<file path="src/rtl/panel_pkg.sv">
// Shared types and default timing constants for the front-panel input conditioner.
// The default debounce window is derived from the board clock and the debounce time.
package panel_pkg;

  typedef enum logic [1:0] {
    IDLE_LOW  = 2'd0,
    WAIT_HIGH = 2'd1,
    IDLE_HIGH = 2'd2,
    WAIT_LOW  = 2'd3
  } deb_state_t;

  localparam int SYS_CLK_HZ  = 27_000_000;
  localparam int DEBOUNCE_MS = 10;

  // 10 ms at 27 MHz -> 270000 cycles
  localparam int DEFAULT_DEBOUNCE_CYCLES = (SYS_CLK_HZ / 1000) * DEBOUNCE_MS;

endpackage

</file>
<file path="src/rtl/debounce_channel.sv">
// One conditioner channel: synchroniser chain, debounce FSM with persistence counter,
// and registered level plus single-cycle rise/fall pulses.
module debounce_channel
  import panel_pkg::*;
#(
  parameter int SYNC_STAGES     = 2,
  parameter int DEBOUNCE_CYCLES = DEFAULT_DEBOUNCE_CYCLES
) (
  input  logic sys_clk,
  input  logic rst,
  input  logic raw_in,
  output logic level_out,
  output logic rise_pulse,
  output logic fall_pulse
);

  localparam int               CNT_W    = $clog2(DEBOUNCE_CYCLES + 1);
  localparam logic [CNT_W-1:0] CNT_LAST = CNT_W'(DEBOUNCE_CYCLES - 1);

  logic [SYNC_STAGES-1:0] sync_reg;
  logic                   synced;

  deb_state_t             state_reg, state_next;
  logic [CNT_W-1:0]       cnt_reg, cnt_next;
  logic                   level_reg, level_next;
  logic                   rise_reg, rise_next;
  logic                   fall_reg, fall_next;

  always_ff @(posedge sys_clk or posedge rst) begin
    if (rst) begin
      sync_reg <= '0;
    end else begin
      sync_reg <= {sync_reg[SYNC_STAGES-2:0], raw_in};
    end
  end

  assign synced = sync_reg[SYNC_STAGES-1];

  always_ff @(posedge sys_clk or posedge rst) begin
    if (rst) begin
      state_reg <= IDLE_LOW;
      cnt_reg   <= '0;
      level_reg <= 1'b0;
      rise_reg  <= 1'b0;
      fall_reg  <= 1'b0;
    end else begin
      state_reg <= state_next;
      cnt_reg   <= cnt_next;
      level_reg <= level_next;
      rise_reg  <= rise_next;
      fall_reg  <= fall_next;
    end
  end

  // Pulses are only produced on the acceptance cycle, so they default low.
  always_comb begin
    state_next = state_reg;
    cnt_next   = cnt_reg;
    level_next = level_reg;
    rise_next  = 1'b0;
    fall_next  = 1'b0;

    case (state_reg)
      IDLE_LOW: begin
        level_next = 1'b0;
        if (synced) begin
          state_next = WAIT_HIGH;
          cnt_next   = '0;
        end
      end
      WAIT_HIGH: begin
        if (!synced) begin
          state_next = IDLE_LOW;
        end else if (cnt_reg == CNT_LAST) begin
          state_next = IDLE_HIGH;
          level_next = 1'b1;
          rise_next  = 1'b1;
        end else begin
          cnt_next = cnt_reg + CNT_W'(1);
        end
      end
      IDLE_HIGH: begin
        level_next = 1'b1;
        if (!synced) begin
          state_next = WAIT_LOW;
          cnt_next   = '0;
        end
      end
      WAIT_LOW: begin
        if (synced) begin
          state_next = IDLE_HIGH;
        end else if (cnt_reg == CNT_LAST) begin
          state_next = IDLE_LOW;
          level_next = 1'b0;
          fall_next  = 1'b1;
        end else begin
          cnt_next = cnt_reg + CNT_W'(1);
        end
      end
      default: begin
        state_next = IDLE_LOW;
      end
    endcase
  end

  assign level_out  = level_reg;
  assign rise_pulse = rise_reg;
  assign fall_pulse = fall_reg;

endmodule

</file>
<file path="src/rtl/panel_input_conditioner.sv">
// Front-panel input conditioner: N_INPUTS independent debounce channels between the
// board pins and the CPU clock block's mode / manual_toggle / halt inputs.
module panel_input_conditioner
  import panel_pkg::*;
#(
  parameter int N_INPUTS        = 3,
  parameter int SYNC_STAGES     = 2,
  parameter int DEBOUNCE_CYCLES = DEFAULT_DEBOUNCE_CYCLES
) (
  input  logic                sys_clk,
  input  logic                rst,
  input  logic [N_INPUTS-1:0] raw_in,
  output logic [N_INPUTS-1:0] level_out,
  output logic [N_INPUTS-1:0] rise_pulse,
  output logic [N_INPUTS-1:0] fall_pulse
);

  for (genvar gi = 0; gi < N_INPUTS; gi++) begin : g_chan
    debounce_channel #(
      .SYNC_STAGES     (SYNC_STAGES),
      .DEBOUNCE_CYCLES (DEBOUNCE_CYCLES)
    ) u_chan (
      .sys_clk    (sys_clk),
      .rst        (rst),
      .raw_in     (raw_in[gi]),
      .level_out  (level_out[gi]),
      .rise_pulse (rise_pulse[gi]),
      .fall_pulse (fall_pulse[gi])
    );
  end

endmodule
</file>
<file path="config.mk">
export PLATFORM = sky130hd
export DESIGN_NAME = panel_input_conditioner
export DESIGN_NICKNAME = d
export VERILOG_FILES = /design/src/rtl/panel_pkg.sv /design/src/rtl/debounce_channel.sv /design/src/rtl/panel_input_conditioner.sv
export SDC_FILE = /design/constraint.sdc
export NUM_CORES = 1
export LEC_CHECK = 0
export CORE_UTILIZATION = 25
export DETAILED_ROUTE_END_ITERATION = 8
export GPL_ROUTABILITY_DRIVEN = 1
export PLACE_DENSITY_LB_ADDON = 0.05
export SYNTH_ARGS = -nofsm -noshare
export SYNTH_HDL_FRONTEND = slang
export SYNTH_SLANG_ARGS = --single-unit
</file>
<file path="constraint.sdc">
create_clock -name sys_clk -period 3 [get_ports sys_clk]
set_clock_uncertainty 0.2 [all_clocks]
set_input_delay 0.6 -clock sys_clk [delete_from_list [all_inputs] [get_ports sys_clk]]
set_output_delay 0.6 -clock sys_clk [all_outputs]
set_load 0.02 [all_outputs]
</file>
Yosys cells after proc, flatten, opt, wreduce, memory -nomap -nowiden. Cells that the tools add are included.

Bits in registers: 78. Input port bits: 5. Output and inout bits: 9.

Add/sub/neg operators: 3. Equality and inequality tests: 36. Multiplexer cells: 69. Reductions and logical operators: 12.

Operators by type and width (number): $mux 19 (15); $pmux 19 s4 (3); $add 19x1->19 const B (3); $eq 19x19->1 const B (3); $mux 2 (18); $reduce_and 4->1 (9); $mux 1 (27); $ne 2x1->1 const B (12); $pmux 2 s4 (3); $eq 2x2->1 const B (6); $ne 2x2->1 const B (6); $pmux 1 s4 (3); $ne 3x1->1 const B (3); $ne 3x3->1 const B (3); $eq 2x1->1 const B (3); $logic_not 2->1 (3).

Longest topological paths before layout.
Depth in word-level cells: 4. Mapped depth: 9.

Hierarchy. Synthesis repeated with hierarchy kept, for this count alone.

Cell total of the unflattened synthesis: 451. Area, all modules: 4484.3 um2.

Modules (own cells, without submodules): debounce_channel at g_chan[0].u_chan ... (instances 2, cells each 150, area each 1514.0 um2, sequential area each 650.6 um2); debounce_channel at g_chan[2].u_chan (instances 1, cells each 151, area each 1456.4 um2, sequential area each 650.6 um2).

Worst setup path before layout. Ideal clock, no wire load.

Kind: register to register. From: reg g_chan[1].u_chan.state_reg[0]. To: reg g_chan[1].u_chan.cnt_reg[11]. Arrival time: 1.858 ns. Slack: 0.864 ns. Cell stages (with the launch flop): 8. Path buffers: 2. Clock period less this slack: 2.136 ns. Cells stage by stage: dfrtp_1 > ha_1 > buf_2 > or2_1 > buf_2 > a31o_4 > or4_1 > a21oi_1.

Longest elaborated chain between the ends: 3. Elaborated cells between the ends (all ways): 10. Classes of those cells: eq/ne: 7; mux: 1; reduce/logical: 2.

RTL lines: from (decl) (RTL line debounce_channel.sv:23) `deb_state_t state_reg, state_next;`; from (signal assigned) (RTL line debounce_channel.sv:47) `state_reg <= state_next;`; $eq 2x2->1 (tied with other cells) (RTL line debounce_channel.sv:63) `case (state_reg)`; $ne 2x2->1 (no line) / $ne 2x1->1 (equally long branches); $reduce_and 4->1 (no line); to (signal assigned) (RTL line debounce_channel.sv:48) `cnt_reg <= cnt_next;`; to (decl) (RTL line debounce_channel.sv:24) `logic [CNT_W-1:0] cnt_reg, cnt_next;`.

Several ways; a longest one is shown, not always the timed one. A chain may end at the register's enable or synchronous reset.

Final worst setup path.
From: reg g_chan[2].u_chan.cnt_reg[0]. To: reg g_chan[2].u_chan.level_reg.

Longest elaborated chain between the ends: 3. Elaborated cells between the ends (all ways): 4. Classes of those cells: eq/ne: 3; reduce/logical: 1.

RTL lines: from (decl) (RTL line debounce_channel.sv:24); from (signal assigned) (RTL line debounce_channel.sv:48); $eq 19x19->1 * (RTL line debounce_channel.sv:74, debounce_channel.sv:92); $ne 2x1->1 (no line); $reduce_and 4->1 (no line) *; to (signal assigned) (RTL line debounce_channel.sv:49) `level_reg <= level_next;`; to (decl) (RTL line debounce_channel.sv:25) `logic level_reg, level_next;`.

Mark *: on every way between the ends. The rest lies on a longest branch, timed or not.

==> results.yml <==
outcome:
  status: "finished, final reports clean"
synthesis:
  synth_warnings: 0
  synth_edf_count: 0
  ys_seq_area_frac: 0.434
  synth_nets: 485
  avgSynthCellArea_sq_um: 9.67
  synth_flop_cell: "dfrtp_1"
  ys_async_sr_fraction: 1.00
  synth_top_area_frac: 0.434
  ys_types: 65
  synth_top_area_cell: "dfrtp_1"
  ys_ff_latch: 78
  synth_area_leaders: "dfrtp_1 (43%), nor2_1 (4.4%), ha_1 (4.2%), xnor2_1 (3.1%), xor2_1 (3.1%)"
  synth_area_sq_mm: 0.00450
  syn_inst: 465
place:
  io_buffers: 13
  gp_congestion: 0.726
  dpl.hpwl_um: 6920
  place_area_sq_mm: 0.00479
  dp_slack_ns: 0.567
routing:
  drt_iter0_drc: 197
  dr.pass1.iters: 4
  avgRoutedWirePerCell_um: 14.6
  totalWireLength_um: 10200
  postRouteAntennaNets: 0
  drc: 0
  num_vias: 3332
  avgViaCountPerCell: 4.77
pwr:
  peakVddDrop_mv: 0.324
  p_sw_uw: 1500
  power_density_mw_per_mm2: 766
  power.share.clock: 0.291
  switching_share: 0.386
  p_comb_frac: 0.381
  power.total_uw: 3900
  seqPwrFrac: 0.328
  intPower_uw: 2400
  leakagePower_uw: 0.00217
global_routing:
  grt_max_degree: 79
  grt_pass1_wl_um: 17600
  grt_util_all_layers: 0.123
  antenna_found_initial: 0
  grt_overflow: 0
  grt_pass1_vias: 3301
finish:
  largest_reg_flops: 57
  final_area_sq_mm: 0.00509
  n_antenna_cell: 0
  regArea_sq_mm: 0.00195
  nets: 488
  area_growth_pct: 13.3
  drive_above_1_share: 0.0930
  fillers: 1826
  multi_input_area_sq_mm: 0.00233
critical_path:
  worstPathMaxFanout: 9
  reg2reg_depth: 6
  crit_type: "reg -> reg"
  cp.arrival_ns: 2.45
  cp.required_ns: 3.01
  critPathCaptureType: "flip-flop"
  critPathLaunchType: "flip-flop"
timing:
  fmax_mhz: 409
  worst_slack_ns: 0.557
  rsz0062_at_grt: "false"
  setup-violations-final: 0
  fin_setup_tns_ns: 0
  post-route-min-period_ns: 2.44
  relSlewSlack: 0.563
  period_share: 0.814
  maxSlewViolCount: 0
  tightest_slew_ns: 0.653
  finalHoldViolCount: 0
floorplanning:
  start_util: 0.258
  die_h_um: 136
  die_area_sq_mm: 0.0185
  coreArea_sq_mm: 0.0174
  die_x_um: 136
  pin_count: 14
  rows: 48
cts:
  cts_tree: "done"
  cts.sinks: 78
  cts_inserted_buffers: 9
  htree_num_levels: 3
  clockBufferDepth: 2
  path_clk_slew_ns: 0.06
  cts-root-buf: "clkbuf_16"
  post_cts_resize_count: 0
  post_cts_buffers: 0
  ctsHoldBuffers: 0
  clk_latency_ns: 0.34
worst_hold_path:
  holdPathStages: 0
  hp-class: "reg -> reg"
run:
  drv_cap: 0
[worst max-delay path, cell delays in order (launching register included)]
cell and delay (ns):
dfrtp_1 0.42, ha_1 0.20, and3_1 0.28, and2_1 0.46, nand2_4 0.14, and3_1 0.19
or4_1 0.41
[synth_stat cells (5+ instances only)]
master,n
or3_1,6
xor2_1,16
dfrtp_1,78
buf_2,6
nand4_1,8
and4_1,8
buf_4,12
xnor2_1,16
o21ai_0,15
inv_1,12
clkbuf_1,6
o211ai_1,7
nor2_1,53
nand2b_1,5
nor3b_1,7
ha_1,15
a21oi_1,20
nand3_1,23
nor4_1,6
and3_1,13
mux2i_1,5
o31ai_1,5
nor3_1,12
nand2_1,35
or4_1,5
[metrics by stage]
step	util	hold slack, ns	cells
5_1_grt	0.293	0.160	698
4_1_cts	0.293	0.151	698
3_5_place_dp	0.275	0.136	682
6_report	0.293	0.150	698
2_1_floorplan	-	0.131	465
3_3_place_gp	0.275	0.131	682
[path summary, 6_finish.rpt]
kind	startpoint	to	slack, ns
min	g_chan[1].u_chan.sync_reg[0]	g_chan[1].u_chan.sync_reg[1]	0.15
min in group asynchronous	rst	async pin	0.47
max in group asynchronous	rst	g_chan[2].u_chan.cnt_reg[7]	1.78
min reg2reg	g_chan[1].u_chan.sync_reg[0]	g_chan[1].u_chan.sync_reg[1]	0.15
max reg2reg	g_chan[2].u_chan.cnt_reg[0]	g_chan[2].u_chan.level_out	0.56
max	g_chan[2].u_chan.cnt_reg[0]	g_chan[2].u_chan.level_out	0.56
[metal layers]
layer | vias up | routed length [um] | track usage
li1 | 1672 | - | -
met1 | 1631 | 5390 | 0.170
met2 | 22 | 4460 | 0.183
met3 | 7 | 243 | 0.0347
met4 | 0 | 109 | 0.0370
met5 | - | 0 | 0
[power groups by stage]
stage / clock, uW / sequential, uW / combinational [uW]
2_1_floorplan: 0 / 1270 / 1160
3_3_place_gp: 0 / 1300 / 1520
3_5_place_dp: 0 / 1300 / 1520
4_1_cts: 1200 / 1280 / 1520
5_1_grt: 1230 / 1300 / 1690
6_report: 1130 / 1280 / 1490
[cells in the final DEF (no fill, tap or decap), types with 6 or more instances in the layout]
| cell type | n |
|---|---|
| dfrtp_1 | 78 |
| nor2_1 | 53 |
| nand2_1 | 35 |
| nand3_1 | 23 |
| a21oi_1 | 20 |
| xor2_1 | 16 |
| xnor2_1 | 16 |
| o21ai_0 | 15 |
| ha_1 | 15 |
| and3_1 | 13 |
| clkdlybuf4s50_1 | 13 |
| nor3_1 | 12 |
| inv_1 | 11 |
| clkbuf_16 | 9 |
| and4_1 | 8 |
| nand4_1 | 8 |
| nor3b_1 | 7 |
| o211ai_1 | 7 |
| nor4_1 | 6 |
| or3_1 | 6 |
[kinds of logic after synthesis]
kind of cell | Yosys count | synth area share
AOI/OAI and AO/OA | 81 | 0.128
adders and majority gates | 15 | 0.0417
muxes | 9 | 0.0212
DFF | 78 | 0.434
and+or+nand+nor | 212 | 0.266
buffers and inverters | 38 | 0.0468
xor gates and xnor gates | 32 | 0.0623
[final cells by class]
type                    count  area share
multi-input cells         349       0.458
flip-flops and latches     78       0.383
well taps                 225      0.0553
clock buffers              12      0.0503
repair buffers             18      0.0354
inverters                  12     0.00909
clock inverters             4     0.00884
Power figures use the tool's default switching activity.
